==> src/rtl/axil_downsizer_64_32_if.sv <==
// AXI4-Lite bundle shared by the 64-bit and 32-bit sides of the downsizer.
// The master modport drives requests; the slave modport answers them.
interface axil_downsizer_64_32_if #(
  parameter int ADDR_WIDTH = 32,
  parameter int DATA_WIDTH = 32
);
  logic [ADDR_WIDTH-1:0]   awaddr;
  logic [2:0]              awprot;
  logic                    awvalid;
  logic                    awready;
  logic [DATA_WIDTH-1:0]   wdata;
  logic [DATA_WIDTH/8-1:0] wstrb;
  logic                    wvalid;
  logic                    wready;
  logic [1:0]              bresp;
  logic                    bvalid;
  logic                    bready;
  logic [ADDR_WIDTH-1:0]   araddr;
  logic [2:0]              arprot;
  logic                    arvalid;
  logic                    arready;
  logic [DATA_WIDTH-1:0]   rdata;
  logic [1:0]              rresp;
  logic                    rvalid;
  logic                    rready;

  modport master (
    output awaddr, awprot, awvalid, wdata, wstrb, wvalid, bready,
    output araddr, arprot, arvalid, rready,
    input  awready, wready, bresp, bvalid,
    input  arready, rdata, rresp, rvalid
  );

  modport slave (
    input  awaddr, awprot, awvalid, wdata, wstrb, wvalid, bready,
    input  araddr, arprot, arvalid, rready,
    output awready, wready, bresp, bvalid,
    output arready, rdata, rresp, rvalid
  );
endinterface

==> src/rtl/axil_downsizer_64_32.sv <==
// 64-bit to 32-bit AXI4-Lite width converter, low word first, one txn in flight.
// AXIL_DS_SKIP_EMPTY_EN: write beats with an all-zero strobe half are skipped.
module axil_downsizer_64_32 #(
  parameter int ADDR_WIDTH = 32
) (
  input  logic                   aclk,
  input  logic                   aresetn,
  axil_downsizer_64_32_if.slave  s,
  axil_downsizer_64_32_if.master m
);
  typedef enum logic [2:0] {
    IDLE, WR_REQ, WR_RSP, RD_REQ, RD_RSP, S_BRSP, S_RRSP
  } state_t;

  state_t                r_state;
  logic                  r_beat;
  logic [ADDR_WIDTH-1:0] r_base;
  logic [2:0]            r_prot;
  logic [63:0]           r_data;
  logic [7:0]            r_strb;
  logic [1:0]            r_resp;

  logic w_wr_acc;
  logic w_rd_acc;
  assign w_wr_acc = (r_state == IDLE) && s.awvalid && s.wvalid;
  assign w_rd_acc = (r_state == IDLE) && s.arvalid
                    && !(s.awvalid && s.wvalid);
  assign s.awready = w_wr_acc;
  assign s.wready  = w_wr_acc;
  assign s.arready = w_rd_acc;

  // Beat source: live upstream values on accept, latched copy afterwards.
  logic [ADDR_WIDTH-1:0] w_base;
  logic [ADDR_WIDTH-1:0] w_ar_base;
  logic [63:0]           w_data;
  logic [7:0]            w_strb;
  logic [2:0]            w_prot;
  assign w_base    = w_wr_acc ? {s.awaddr[ADDR_WIDTH-1:3], 3'b000} : r_base;
  assign w_ar_base = {s.araddr[ADDR_WIDTH-1:3], 3'b000};
  assign w_data    = w_wr_acc ? s.wdata  : r_data;
  assign w_strb    = w_wr_acc ? s.wstrb  : r_strb;
  assign w_prot    = w_wr_acc ? s.awprot : r_prot;

  logic w_unused;
  assign w_unused = ^{s.awaddr[2:0], s.araddr[2:0]};

  logic w_lo_en;
  logic w_hi_en;
`ifdef AXIL_DS_SKIP_EMPTY_EN
  assign w_lo_en = |w_strb[3:0];
  assign w_hi_en = |w_strb[7:4];
`else
  assign w_lo_en = 1'b1;
  assign w_hi_en = 1'b1;
`endif

  logic w_wr_issue;
  logic w_nb;
  always_comb begin
    w_wr_issue = 1'b0;
    w_nb       = 1'b0;
    if (w_wr_acc) begin
      w_wr_issue = w_lo_en || w_hi_en;
      w_nb       = !w_lo_en;
    end else if (r_state == WR_RSP && m.bvalid && !r_beat) begin
      w_wr_issue = w_hi_en;
      w_nb       = 1'b1;
    end
  end

  // Numeric max gives DECERR > SLVERR > OKAY.
  logic [1:0] w_bmax;
  logic [1:0] w_rmax;
  assign w_bmax = (m.bresp > r_resp) ? m.bresp : r_resp;
  assign w_rmax = (m.rresp > r_resp) ? m.rresp : r_resp;

  always_ff @(posedge aclk) begin
    if (!aresetn) begin
      r_state   <= IDLE;
      r_beat    <= 1'b0;
      r_base    <= '0;
      r_prot    <= '0;
      r_data    <= '0;
      r_strb    <= '0;
      r_resp    <= '0;
      m.awaddr  <= '0;
      m.awprot  <= '0;
      m.awvalid <= 1'b0;
      m.wdata   <= '0;
      m.wstrb   <= '0;
      m.wvalid  <= 1'b0;
      m.bready  <= 1'b0;
      m.araddr  <= '0;
      m.arprot  <= '0;
      m.arvalid <= 1'b0;
      m.rready  <= 1'b0;
      s.bresp   <= '0;
      s.bvalid  <= 1'b0;
      s.rdata   <= '0;
      s.rresp   <= '0;
      s.rvalid  <= 1'b0;
    end else begin
      unique case (r_state)
        IDLE: begin
          if (w_wr_acc) begin
            r_base <= w_base;
            r_prot <= s.awprot;
            r_data <= s.wdata;
            r_strb <= s.wstrb;
            r_resp <= '0;
            r_beat <= 1'b0;
            if (!w_wr_issue) begin
              s.bvalid <= 1'b1;
              s.bresp  <= '0;
              r_state  <= S_BRSP;
            end
          end else if (w_rd_acc) begin
            r_base    <= w_ar_base;
            r_resp    <= '0;
            r_beat    <= 1'b0;
            m.araddr  <= w_ar_base;
            m.arprot  <= s.arprot;
            m.arvalid <= 1'b1;
            r_state   <= RD_REQ;
          end
        end
        WR_REQ: begin
          if (m.awready) m.awvalid <= 1'b0;
          if (m.wready)  m.wvalid  <= 1'b0;
          if ((!m.awvalid || m.awready) && (!m.wvalid || m.wready)) begin
            m.bready <= 1'b1;
            r_state  <= WR_RSP;
          end
        end
        WR_RSP: begin
          if (m.bvalid) begin
            m.bready <= 1'b0;
            r_resp   <= w_bmax;
            if (!w_wr_issue) begin
              s.bvalid <= 1'b1;
              s.bresp  <= w_bmax;
              r_state  <= S_BRSP;
            end
          end
        end
        RD_REQ: begin
          if (m.arready) begin
            m.arvalid <= 1'b0;
            m.rready  <= 1'b1;
            r_state   <= RD_RSP;
          end
        end
        RD_RSP: begin
          if (m.rvalid) begin
            m.rready <= 1'b0;
            r_resp   <= w_rmax;
            if (!r_beat) begin
              s.rdata[31:0] <= m.rdata;
              m.araddr      <= r_base + ADDR_WIDTH'(4);
              m.arvalid     <= 1'b1;
              r_beat        <= 1'b1;
              r_state       <= RD_REQ;
            end else begin
              s.rdata[63:32] <= m.rdata;
              s.rvalid       <= 1'b1;
              s.rresp        <= w_rmax;
              r_state        <= S_RRSP;
            end
          end
        end
        S_BRSP: begin
          if (s.bready) begin
            s.bvalid <= 1'b0;
            r_state  <= IDLE;
          end
        end
        S_RRSP: begin
          if (s.rready) begin
            s.rvalid <= 1'b0;
            r_state  <= IDLE;
          end
        end
        default: r_state <= IDLE;
      endcase
      // Launch a write beat; overrides the case-arm state update.
      if (w_wr_issue) begin
        r_beat    <= w_nb;
        m.awaddr  <= w_base + {{(ADDR_WIDTH-3){1'b0}}, w_nb, 2'b00};
        m.awprot  <= w_prot;
        m.awvalid <= 1'b1;
        m.wvalid  <= 1'b1;
        m.wdata   <= w_nb ? w_data[63:32] : w_data[31:0];
        m.wstrb   <= w_nb ? w_strb[7:4] : w_strb[3:0];
        r_state   <= WR_REQ;
      end
    end
  end
endmodule

==> src/flat_wrapper.sv <==
// flat-port wrapper written by rule: the top's interface ports become plain ports
module axil_downsizer_64_32_flat 
#(
  parameter int ADDR_WIDTH = 32
)
  (aclk, aresetn, s_awaddr, s_awprot, s_awvalid, s_wdata, s_wstrb, s_wvalid, s_bready, s_araddr, s_arprot, s_arvalid, s_rready, s_awready, s_wready, s_bresp, s_bvalid, s_arready, s_rdata, s_rresp, s_rvalid, m_awaddr, m_awprot, m_awvalid, m_wdata, m_wstrb, m_wvalid, m_bready, m_araddr, m_arprot, m_arvalid, m_rready, m_awready, m_wready, m_bresp, m_bvalid, m_arready, m_rdata, m_rresp, m_rvalid);
  axil_downsizer_64_32_if #(.ADDR_WIDTH(ADDR_WIDTH), .DATA_WIDTH(64)) s_i ();
  axil_downsizer_64_32_if #(.ADDR_WIDTH(ADDR_WIDTH), .DATA_WIDTH(32)) m_i ();
  input  logic aclk;
  input  logic aresetn;
  input wire logic [$bits(s_i.awaddr)-1:0] s_awaddr;
  input wire logic [$bits(s_i.awprot)-1:0] s_awprot;
  input wire logic [$bits(s_i.awvalid)-1:0] s_awvalid;
  input wire logic [$bits(s_i.wdata)-1:0] s_wdata;
  input wire logic [$bits(s_i.wstrb)-1:0] s_wstrb;
  input wire logic [$bits(s_i.wvalid)-1:0] s_wvalid;
  input wire logic [$bits(s_i.bready)-1:0] s_bready;
  input wire logic [$bits(s_i.araddr)-1:0] s_araddr;
  input wire logic [$bits(s_i.arprot)-1:0] s_arprot;
  input wire logic [$bits(s_i.arvalid)-1:0] s_arvalid;
  input wire logic [$bits(s_i.rready)-1:0] s_rready;
  output wire logic [$bits(s_i.awready)-1:0] s_awready;
  output wire logic [$bits(s_i.wready)-1:0] s_wready;
  output wire logic [$bits(s_i.bresp)-1:0] s_bresp;
  output wire logic [$bits(s_i.bvalid)-1:0] s_bvalid;
  output wire logic [$bits(s_i.arready)-1:0] s_arready;
  output wire logic [$bits(s_i.rdata)-1:0] s_rdata;
  output wire logic [$bits(s_i.rresp)-1:0] s_rresp;
  output wire logic [$bits(s_i.rvalid)-1:0] s_rvalid;
  output wire logic [$bits(m_i.awaddr)-1:0] m_awaddr;
  output wire logic [$bits(m_i.awprot)-1:0] m_awprot;
  output wire logic [$bits(m_i.awvalid)-1:0] m_awvalid;
  output wire logic [$bits(m_i.wdata)-1:0] m_wdata;
  output wire logic [$bits(m_i.wstrb)-1:0] m_wstrb;
  output wire logic [$bits(m_i.wvalid)-1:0] m_wvalid;
  output wire logic [$bits(m_i.bready)-1:0] m_bready;
  output wire logic [$bits(m_i.araddr)-1:0] m_araddr;
  output wire logic [$bits(m_i.arprot)-1:0] m_arprot;
  output wire logic [$bits(m_i.arvalid)-1:0] m_arvalid;
  output wire logic [$bits(m_i.rready)-1:0] m_rready;
  input wire logic [$bits(m_i.awready)-1:0] m_awready;
  input wire logic [$bits(m_i.wready)-1:0] m_wready;
  input wire logic [$bits(m_i.bresp)-1:0] m_bresp;
  input wire logic [$bits(m_i.bvalid)-1:0] m_bvalid;
  input wire logic [$bits(m_i.arready)-1:0] m_arready;
  input wire logic [$bits(m_i.rdata)-1:0] m_rdata;
  input wire logic [$bits(m_i.rresp)-1:0] m_rresp;
  input wire logic [$bits(m_i.rvalid)-1:0] m_rvalid;
  assign s_i.awaddr = s_awaddr;
  assign s_i.awprot = s_awprot;
  assign s_i.awvalid = s_awvalid;
  assign s_i.wdata = s_wdata;
  assign s_i.wstrb = s_wstrb;
  assign s_i.wvalid = s_wvalid;
  assign s_i.bready = s_bready;
  assign s_i.araddr = s_araddr;
  assign s_i.arprot = s_arprot;
  assign s_i.arvalid = s_arvalid;
  assign s_i.rready = s_rready;
  assign s_awready = s_i.awready;
  assign s_wready = s_i.wready;
  assign s_bresp = s_i.bresp;
  assign s_bvalid = s_i.bvalid;
  assign s_arready = s_i.arready;
  assign s_rdata = s_i.rdata;
  assign s_rresp = s_i.rresp;
  assign s_rvalid = s_i.rvalid;
  assign m_awaddr = m_i.awaddr;
  assign m_awprot = m_i.awprot;
  assign m_awvalid = m_i.awvalid;
  assign m_wdata = m_i.wdata;
  assign m_wstrb = m_i.wstrb;
  assign m_wvalid = m_i.wvalid;
  assign m_bready = m_i.bready;
  assign m_araddr = m_i.araddr;
  assign m_arprot = m_i.arprot;
  assign m_arvalid = m_i.arvalid;
  assign m_rready = m_i.rready;
  assign m_i.awready = m_awready;
  assign m_i.wready = m_wready;
  assign m_i.bresp = m_bresp;
  assign m_i.bvalid = m_bvalid;
  assign m_i.arready = m_arready;
  assign m_i.rdata = m_rdata;
  assign m_i.rresp = m_rresp;
  assign m_i.rvalid = m_rvalid;
  axil_downsizer_64_32 #(.ADDR_WIDTH(ADDR_WIDTH)) u_core (.aclk(aclk), .aresetn(aresetn), .s(s_i), .m(m_i));
endmodule
==> config.mk <==
export PLATFORM = sky130hd
export DESIGN_NAME = axil_downsizer_64_32_flat
export DESIGN_NICKNAME = d
export VERILOG_FILES = /design/src/rtl/axil_downsizer_64_32_if.sv /design/src/rtl/axil_downsizer_64_32.sv /design/src/flat_wrapper.sv
export SDC_FILE = /design/constraint.sdc
export NUM_CORES = 1
export LEC_CHECK = 0
export BUFFER_PORTS_ARGS = -buffer_cell sky130_fd_sc_hd__buf_2
export CAP_MARGIN = 20
export CORE_MARGIN = 4
export CORE_UTILIZATION = 45
export CTS_CLUSTER_SIZE = 10
export DETAILED_ROUTE_END_ITERATION = 16
export GPL_ROUTABILITY_DRIVEN = 0
export GPL_TIMING_DRIVEN = 0
export PLACE_DENSITY = 0.72
export SETUP_SLACK_MARGIN = 0.3
export SYNTH_ARGS = -nofsm -noshare
export SYNTH_HDL_FRONTEND = slang
export SYNTH_SLANG_ARGS = --single-unit
==> constraint.sdc <==
create_clock -name aclk -period 5.7 [get_ports aclk]
set_input_delay 0.57 -clock aclk [delete_from_list [all_inputs] [get_ports aclk]]
set_output_delay 0.57 -clock aclk [all_outputs]
set_load 0.005 [all_outputs]
# Word-level counts from Yosys, hierarchy flattened
# Cells that the tools add are included.
# word_totals
reg_bits	294
ramBits	0
mem_bits_ro	0
out_inout_bits	184
latchBits	0
elab_cells	175
n_memories	0
in_bits	190
# classes
n_bitwise	3
n_shift	0
reduce_logical	46
n_mul	0
n_mux	70
n_addsub	2
order_cmp	2
n_eq_ne	27
div_mod_pow	0
# ops
cell	n
$mux W32	7
$mux W64	1
$pmux W32 S2	1
$add A32 B3 Y32	1
$add A32 B3 Y32 const B	1
$mux W1	30
$mux W3	10
$pmux W3 S7	1
$mux W2	10
$ne A2 B2 Y1 const B	10
$ne A3 B2 Y1 const B	6
$reduce_and A3 Y1	6
$reduce_bool A2 Y1	9
$reduce_and A7 Y1	2
$reduce_and A4 Y1	3
$reduce_bool A3 Y1	4
$reduce_and A5 Y1	2
$eq A3 B3 Y1 const B	3
$logic_and A1 B1 Y1	8
$mux W8	1
$pmux W1 S2	4
$eq A3 B2 Y1 const B	2
$ne A2 B1 Y1 const B	3
$pmux W1 S3	2
other kinds (14)	23

# Logic depth before layout (Yosys ltp)
# depth
word_depth	8
mapped_depth	16

# Least setup slack after synthesis
# No wires, ideal clock.
# synth_timing
kind	input to register
startpoint	in s_wvalid
endpoint	reg u_core.m.awaddr[28]
t_arrival_ps	3447
setup_time_ps	87
stages	14
setup_slack_ps	2166
required_ps	5613
cell_sequence	and2_1 > buf_2 > nand2_1 > clkbuf_1 > clkbuf_1 > buf_1 > nand2_1 > nand2_1 > ha_1 > clkbuf_1 > a21boi_1 > nand3_2 > o311a_1 > o31ai_1
# synth_via
elab_chain_cells	3
# synth_lines
item	line_no	rtl
start, declared	flat_wrapper.sv:16	input wire logic [$bits(s_i.wvalid)-1:0] s_wvalid;
$logic_and A1 B1 Y1 (*)	axil_downsizer_64_32.sv:25	assign w_wr_acc = (r_state == IDLE) && s.awvalid && s.wvalid;
$mux W32 or $mux W1 (tied branches)	axil_downsizer_64_32.sv:38, axil_downsizer_64_32.sv:62	
$add A32 B3 Y32	axil_downsizer_64_32.sv:188	m.awaddr <= w_base + {{(ADDR_WIDTH-3){1'b0}}, w_nb, 2'b00};
end signal, assigned	axil_downsizer_64_32.sv:188	
end, declared	axil_downsizer_64_32_if.sv:28	output awaddr, awprot, awvalid, wdata, wstrb, wvalid, bready,
# Every way passes the cells marked *; elsewhere a longest branch is shown, timed or not.
# A chain may end at the register's enable or synchronous reset.

# Worst setup path in the final report
# layout_timing
startpoint	reg u_core.r_state[1]
endpoint	reg u_core.m.awaddr[28]
# layout_via
elab_chain_cells	6
# layout_lines
item	line_no	rtl
start, declared	axil_downsizer_64_32.sv:15	state_t r_state;
start signal, assigned	axil_downsizer_64_32.sv:79	r_state <= IDLE;
start signal, assigned	axil_downsizer_64_32.sv:115	r_state <= S_BRSP;
start signal, assigned	axil_downsizer_64_32.sv:124	r_state <= RD_REQ;
$eq A3 B2 Y1	axil_downsizer_64_32.sv:65	end else if (r_state == WR_RSP && m.bvalid && !r_beat) begin
$logic_and A1 B1 Y1 (2 in a row)	axil_downsizer_64_32.sv:65	
$mux W1	axil_downsizer_64_32.sv:65	
$mux W1	axil_downsizer_64_32.sv:62	if (w_wr_acc) begin
$add A32 B3 Y32	axil_downsizer_64_32.sv:188	
# Parallel ways exist; a longest one is shown, timed or not.

==> report_table.html <==
<table>
<tr><th>Metric</th><th>Value</th></tr>
<tr><th colspan="2">Outcome</th></tr>
<tr><td>Outcome</td><td>finished clean</td></tr>
<tr><th colspan="2">Logic synthesis</th></tr>
<tr><td>Summed instance area of the synthesized netlist</td><td>0.0120 mm²</td></tr>
<tr><td>Share of flip-flops with an asynchronous set or reset after synthesis</td><td>0%</td></tr>
<tr><td>Mean instance size in the synthesized netlist</td><td>7.74 µm²</td></tr>
<tr><td>Fraction of the yosys area taken by sequential cells</td><td>42.9%</td></tr>
<tr><td>Most used flip-flop cell after synthesis</td><td>dfxtp_1</td></tr>
<tr><td>Number of warning messages in the yosys log</td><td>0</td></tr>
<tr><td>Number of library cell types mapped by synthesis</td><td>74</td></tr>
<tr><td>EDFF count, synth</td><td>0</td></tr>
<tr><td>Mapped Nets</td><td>1752</td></tr>
<tr><td>Register bit count reported by yosys</td><td>258</td></tr>
<tr><td>Synthesized instance count</td><td>1554</td></tr>
<tr><th colspan="2">Worst setup path</th></tr>
<tr><td>Data required, critical path</td><td>6.16 ns</td></tr>
<tr><td>Top fanout value on the critical path</td><td>10</td></tr>
<tr><td>Arrival time reported for the critical path endpoint</td><td>5.00 ns</td></tr>
<tr><td>Origin of the critical flop-to-flop path</td><td>u_core.r_state[1]</td></tr>
<tr><td>Type of the worst setup path</td><td>register to register</td></tr>
<tr><td>Beginning of the critical path</td><td>u_core.r_state[1]</td></tr>
<tr><td>Startpoint types</td><td>register</td></tr>
<tr><td>Kind of end point of the critical path</td><td>register</td></tr>
<tr><th colspan="2">Detailed routing</th></tr>
<tr><td>Post-Route WL</td><td>46400 µm</td></tr>
<tr><td>DR pass1 iterations</td><td>6</td></tr>
<tr><td>Count of unresolved DRC violations after routing</td><td>0</td></tr>
<tr><td>Routed length per placed instance</td><td>20.2 µm</td></tr>
<tr><td>Number of DRC markers after the initial detailed-route iteration</td><td>1303</td></tr>
<tr><td>Number of nets with antenna violations after routing</td><td>0</td></tr>
<tr><td>Mean number of vias per cell</td><td>5.77</td></tr>
<tr><td>DR vias</td><td>13300</td></tr>
<tr><th colspan="2">Place</th></tr>
<tr><td>Pre-CTS WS</td><td>0.932 ns</td></tr>
<tr><td>Post-DP Area</td><td>0.0143 mm²</td></tr>
<tr><td>Post-detailed-placement half-perimeter wirelength</td><td>35800 µm</td></tr>
<tr><td>Number of buffer cells added on primary ports</td><td>366</td></tr>
<tr><th colspan="2">Final layout</th></tr>
<tr><td>Post-route standard cell area excluding fillers</td><td>0.0152 mm²</td></tr>
<tr><td>Final net count</td><td>2151</td></tr>
<tr><td>Share of layout cells above drive strength 1</td><td>24.0%</td></tr>
<tr><td>Area Growth Syn to Fin</td><td>26.2%</td></tr>
<tr><td>Number of inserted filler cells in the final layout</td><td>2519</td></tr>
<tr><td>Final standard cell utilization of the core</td><td>57.9%</td></tr>
<tr><th colspan="2">Global route</th></tr>
<tr><td>First-pass GRT wire length</td><td>69600 µm</td></tr>
<tr><td>Vias in the first global route</td><td>12700</td></tr>
<tr><td>Leftover overflow at the end of global routing</td><td>0</td></tr>
<tr><td>Overall track demand over capacity in global routing</td><td>29.9%</td></tr>
<tr><td>Maximum number of pins on one net before global-route repair</td><td>16</td></tr>
<tr><td>Antenna violations before repair</td><td>6</td></tr>
<tr><th colspan="2">Power</th></tr>
<tr><td>Net Sw Frac</td><td>37.7%</td></tr>
<tr><td>Power density relative to cell area</td><td>416 mW/mm²</td></tr>
<tr><td>NetSw</td><td>2.38 mW</td></tr>
<tr><td>Leakage Power</td><td>6.23 nW</td></tr>
<tr><td>Sequential Power Share</td><td>36.4%</td></tr>
<tr><td>Max VDD drop</td><td>228 µV</td></tr>
<tr><td>Combinational power share</td><td>34.9%</td></tr>
<tr><td>Clock network power share</td><td>28.7%</td></tr>
<tr><td>Cell internal power dissipation</td><td>3.93 mW</td></tr>
<tr><th colspan="2">CTS</th></tr>
<tr><td>Clock input transition at the sequential cells of the worst setup and hold paths</td><td>0.06 ns</td></tr>
<tr><td>Longest Clk Path Bufs</td><td>3</td></tr>
<tr><td>Number of hold buffers added after CTS</td><td>0</td></tr>
<tr><td>Clock Latency Late Sink</td><td>0.56 ns</td></tr>
<tr><td>Number of setup buffers added after CTS</td><td>0</td></tr>
<tr><td>Clock tree from TritonCTS</td><td>done</td></tr>
<tr><td>Max H-tree Level</td><td>1</td></tr>
<tr><td>Clock net sink count</td><td>258</td></tr>
<tr><td>Resized Gates After CTS</td><td>0</td></tr>
<tr><td>Number of buffers inserted during clock tree synthesis</td><td>31</td></tr>
<tr><td>Root Buffer</td><td>clkbuf_16</td></tr>
<tr><th colspan="2">Timing</th></tr>
<tr><td>Final Slew Violations</td><td>0</td></tr>
<tr><td>Headroom to the max-slew limit</td><td>44.5%</td></tr>
<tr><td>Number of endpoints with negative hold slack in the final report</td><td>0</td></tr>
<tr><td>Achievable Freq</td><td>0.220 GHz</td></tr>
<tr><td>Final Setup Violations</td><td>0</td></tr>
<tr><td>Final WS setup</td><td>1.16 ns</td></tr>
<tr><td>Worst Clk Skew</td><td>0.0145 ns</td></tr>
<tr><td>Total negative slack</td><td>0 ns</td></tr>
<tr><td>Worst Tran Pin Value</td><td>0.830 ns</td></tr>
<tr><td>Part of the cycle the worst path needs</td><td>79.7%</td></tr>
<tr><td>Unrepaired setup endpoints after global routing</td><td>no</td></tr>
<tr><td>Minimum period implied by the final worst setup slack</td><td>4.54 ns</td></tr>
<tr><th colspan="2">Floorplanning</th></tr>
<tr><td>FP Rows</td><td>59</td></tr>
<tr><td>Top-level I/O count</td><td>374</td></tr>
<tr><td>Core Area</td><td>0.0262 mm²</td></tr>
<tr><td>Overall die width</td><td>171 µm</td></tr>
<tr><td>Effective utilization at floorplan</td><td>45.9%</td></tr>
<tr><td>Vertical extent of the die</td><td>171 µm</td></tr>
<tr><td>Area of the die</td><td>0.0294 mm²</td></tr>
<tr><th colspan="2">Run</th></tr>
<tr><td>Max-cap violations</td><td>0</td></tr>
<tr><th colspan="2">Worst hold path</th></tr>
<tr><td>Hold crit path type</td><td>input pin to register</td></tr>
<tr><td>Hold path start</td><td>s_wdata[41]</td></tr>
</table>
## registers in the layout (all words and copies together), names as in the netlist, 2 cells and up
signal	cells
u_core.m.araddr	32
u_core.r_state	3
u_core.s.rresp	2
u_core.m.awaddr	32
u_core.r_base	32
u_core.m.arprot	3
u_core.m.wstrb	4
u_core.r_prot	3
u_core.m.wdata	32
u_core.r_resp	2
u_core.m.awprot	3
u_core.s.bresp	2
u_core.r_data	32
u_core.s.rdata	64
u_core.r_strb	4
## final timing paths
path / depth (start not counted) / end / slack (ns)
setup / recovery: 15 / u_core.m.awaddr[28] / 1.16
hold / removal: 3 / u_core.r_data[41] / 0.25
setup reg to reg: 15 / u_core.m.awaddr[28] / 1.16
hold reg to reg: 2 / u_core.m.awaddr[3] / 0.45
## logic make-up after synthesis
| family | Yosys count | share of synthesized area [%] |
|---|---|---|
| compound gates | 369 | 19.4 |
| xor+xnor | 42 | 3.06 |
| fa+ha+maj | 8 | 0.832 |
| buf+inv | 146 | 5.01 |
| flops | 258 | 42.9 |
| mux | 36 | 3.11 |
| simple gates | 695 | 25.6 |
## Yosys cell counts (12+ instances only)
| cell type | number | share of area [%] |
|---|---|---|
| mux2i_1 | 25 | 2.1 |
| nand2_1 | 393 | 12 |
| o21ai_0 | 56 | 2.3 |
| a21oi_1 | 161 | 6.7 |
| a311oi_1 | 32 | 2.3 |
| clkbuf_1 | 90 | 2.8 |
| a31oi_1 | 14 | 0.73 |
| nor3_1 | 22 | 0.92 |
| a21boi_0 | 15 | 0.94 |
| xnor2_1 | 21 | 1.5 |
| nand4_1 | 22 | 1.1 |
| inv_1 | 15 | 0.47 |
| buf_2 | 25 | 1.0 |
| nor2_1 | 118 | 3.7 |
| dfxtp_1 | 258 | 43 |
| nand3_1 | 75 | 3.1 |
| xor2_1 | 21 | 1.5 |
| a211oi_1 | 18 | 1.1 |
| and2_1 | 12 | 0.62 |
## power groups by stage
stage / registers, mW / clock network (mW) / logic [mW]
after floorplan: 2.30 / 0 / 1.34
after global placement: 2.31 / 0 / 2.12
after detailed placement: 2.33 / 0 / 2.15
after CTS: 2.29 / 1.82 / 2.16
after global routing: 2.33 / 1.91 / 2.41
final: 2.30 / 1.81 / 2.20
## through the flow
| step | cells | power, mW | hold slack, ns |
|---|---|---|---|
| after floorplan | 1554 | 3.64 | 0.433 |
| after global placement | 2255 | 4.44 | 0.433 |
| after detailed placement | 2255 | 4.48 | 0.438 |
| after CTS | 2296 | 6.27 | 0.238 |
| after global routing | 2300 | 6.64 | 0.255 |
| final | 2301 | 6.31 | 0.251 |
## critical path, cell delays in order, from the launching register on
cell and delay [ns]:
dfxtp_1 0.32, buf_2 0.19, nor3_4 0.34, nand2_1 0.22, inv_2 0.21, buf_4 0.23, buf_2 0.33, buf_1 0.40
nand2_1 0.18, nand2_1 0.11, ha_1 0.14, clkbuf_1 0.33, a21boi_1 0.62, nand3_2 0.21, o311a_1 0.40, o31ai_1 0.20
## per-layer routing
metal / up-vias / wire length [µm] / GRT usage (%)
met5: - / 20 / 0
met4: 4 / 1970 / 11.5
met3: 143 / 4780 / 7.52
met2: 712 / 21500 / 49.1
met1: 6229 / 18200 / 38.0
li1: 6182 / - / -
## placed cells by master (no fill, tap or decap), types with 6 or more instances in the layout
master | Yosys | final
a211o_1 | 8 | 8
a211oi_1 | 18 | 18
a21boi_0 | 15 | 15
a21oi_1 | 161 | 161
a22oi_1 | 6 | 6
a311oi_1 | 32 | 32
a31oi_1 | 14 | 14
and2_1 | 12 | 12
and3_1 | 9 | 9
buf_1 | 8 | 8
buf_2 | 25 | 391
clkbuf_1 | 90 | 93
clkbuf_16 | 0 | 31
dfxtp_1 | 258 | 258
ha_1 | 8 | 8
inv_1 | 15 | 15
mux2_2 | 11 | 11
mux2i_1 | 25 | 25
nand2_1 | 393 | 393
nand3_1 | 75 | 75
nand4_1 | 22 | 22
nor2_1 | 118 | 118
nor3_1 | 22 | 22
o21ai_0 | 56 | 56
o221ai_1 | 7 | 7
o22ai_1 | 8 | 8
xnor2_1 | 21 | 21
xor2_1 | 21 | 21
## final cells by class
| class | instances | area (µm²) | area share (%) |
|---|---|---|---|
| flip-flops and latches | 258 | 5160 | 34.0 |
| clock inverters | 3 | 47.5 | 0.313 |
| clock buffers | 38 | 842 | 5.55 |
| multi-input cells | 1150 | 6260 | 41.2 |
| inverters | 17 | 63.8 | 0.420 |
| well taps | 335 | 419 | 2.76 |
| diodes | 5 | 12.5 | 0.0824 |
| plain buffers | 129 | 539 | 3.55 |
| repair buffers | 366 | 1830 | 12.1 |
Power figures use the tool's default switching activity.
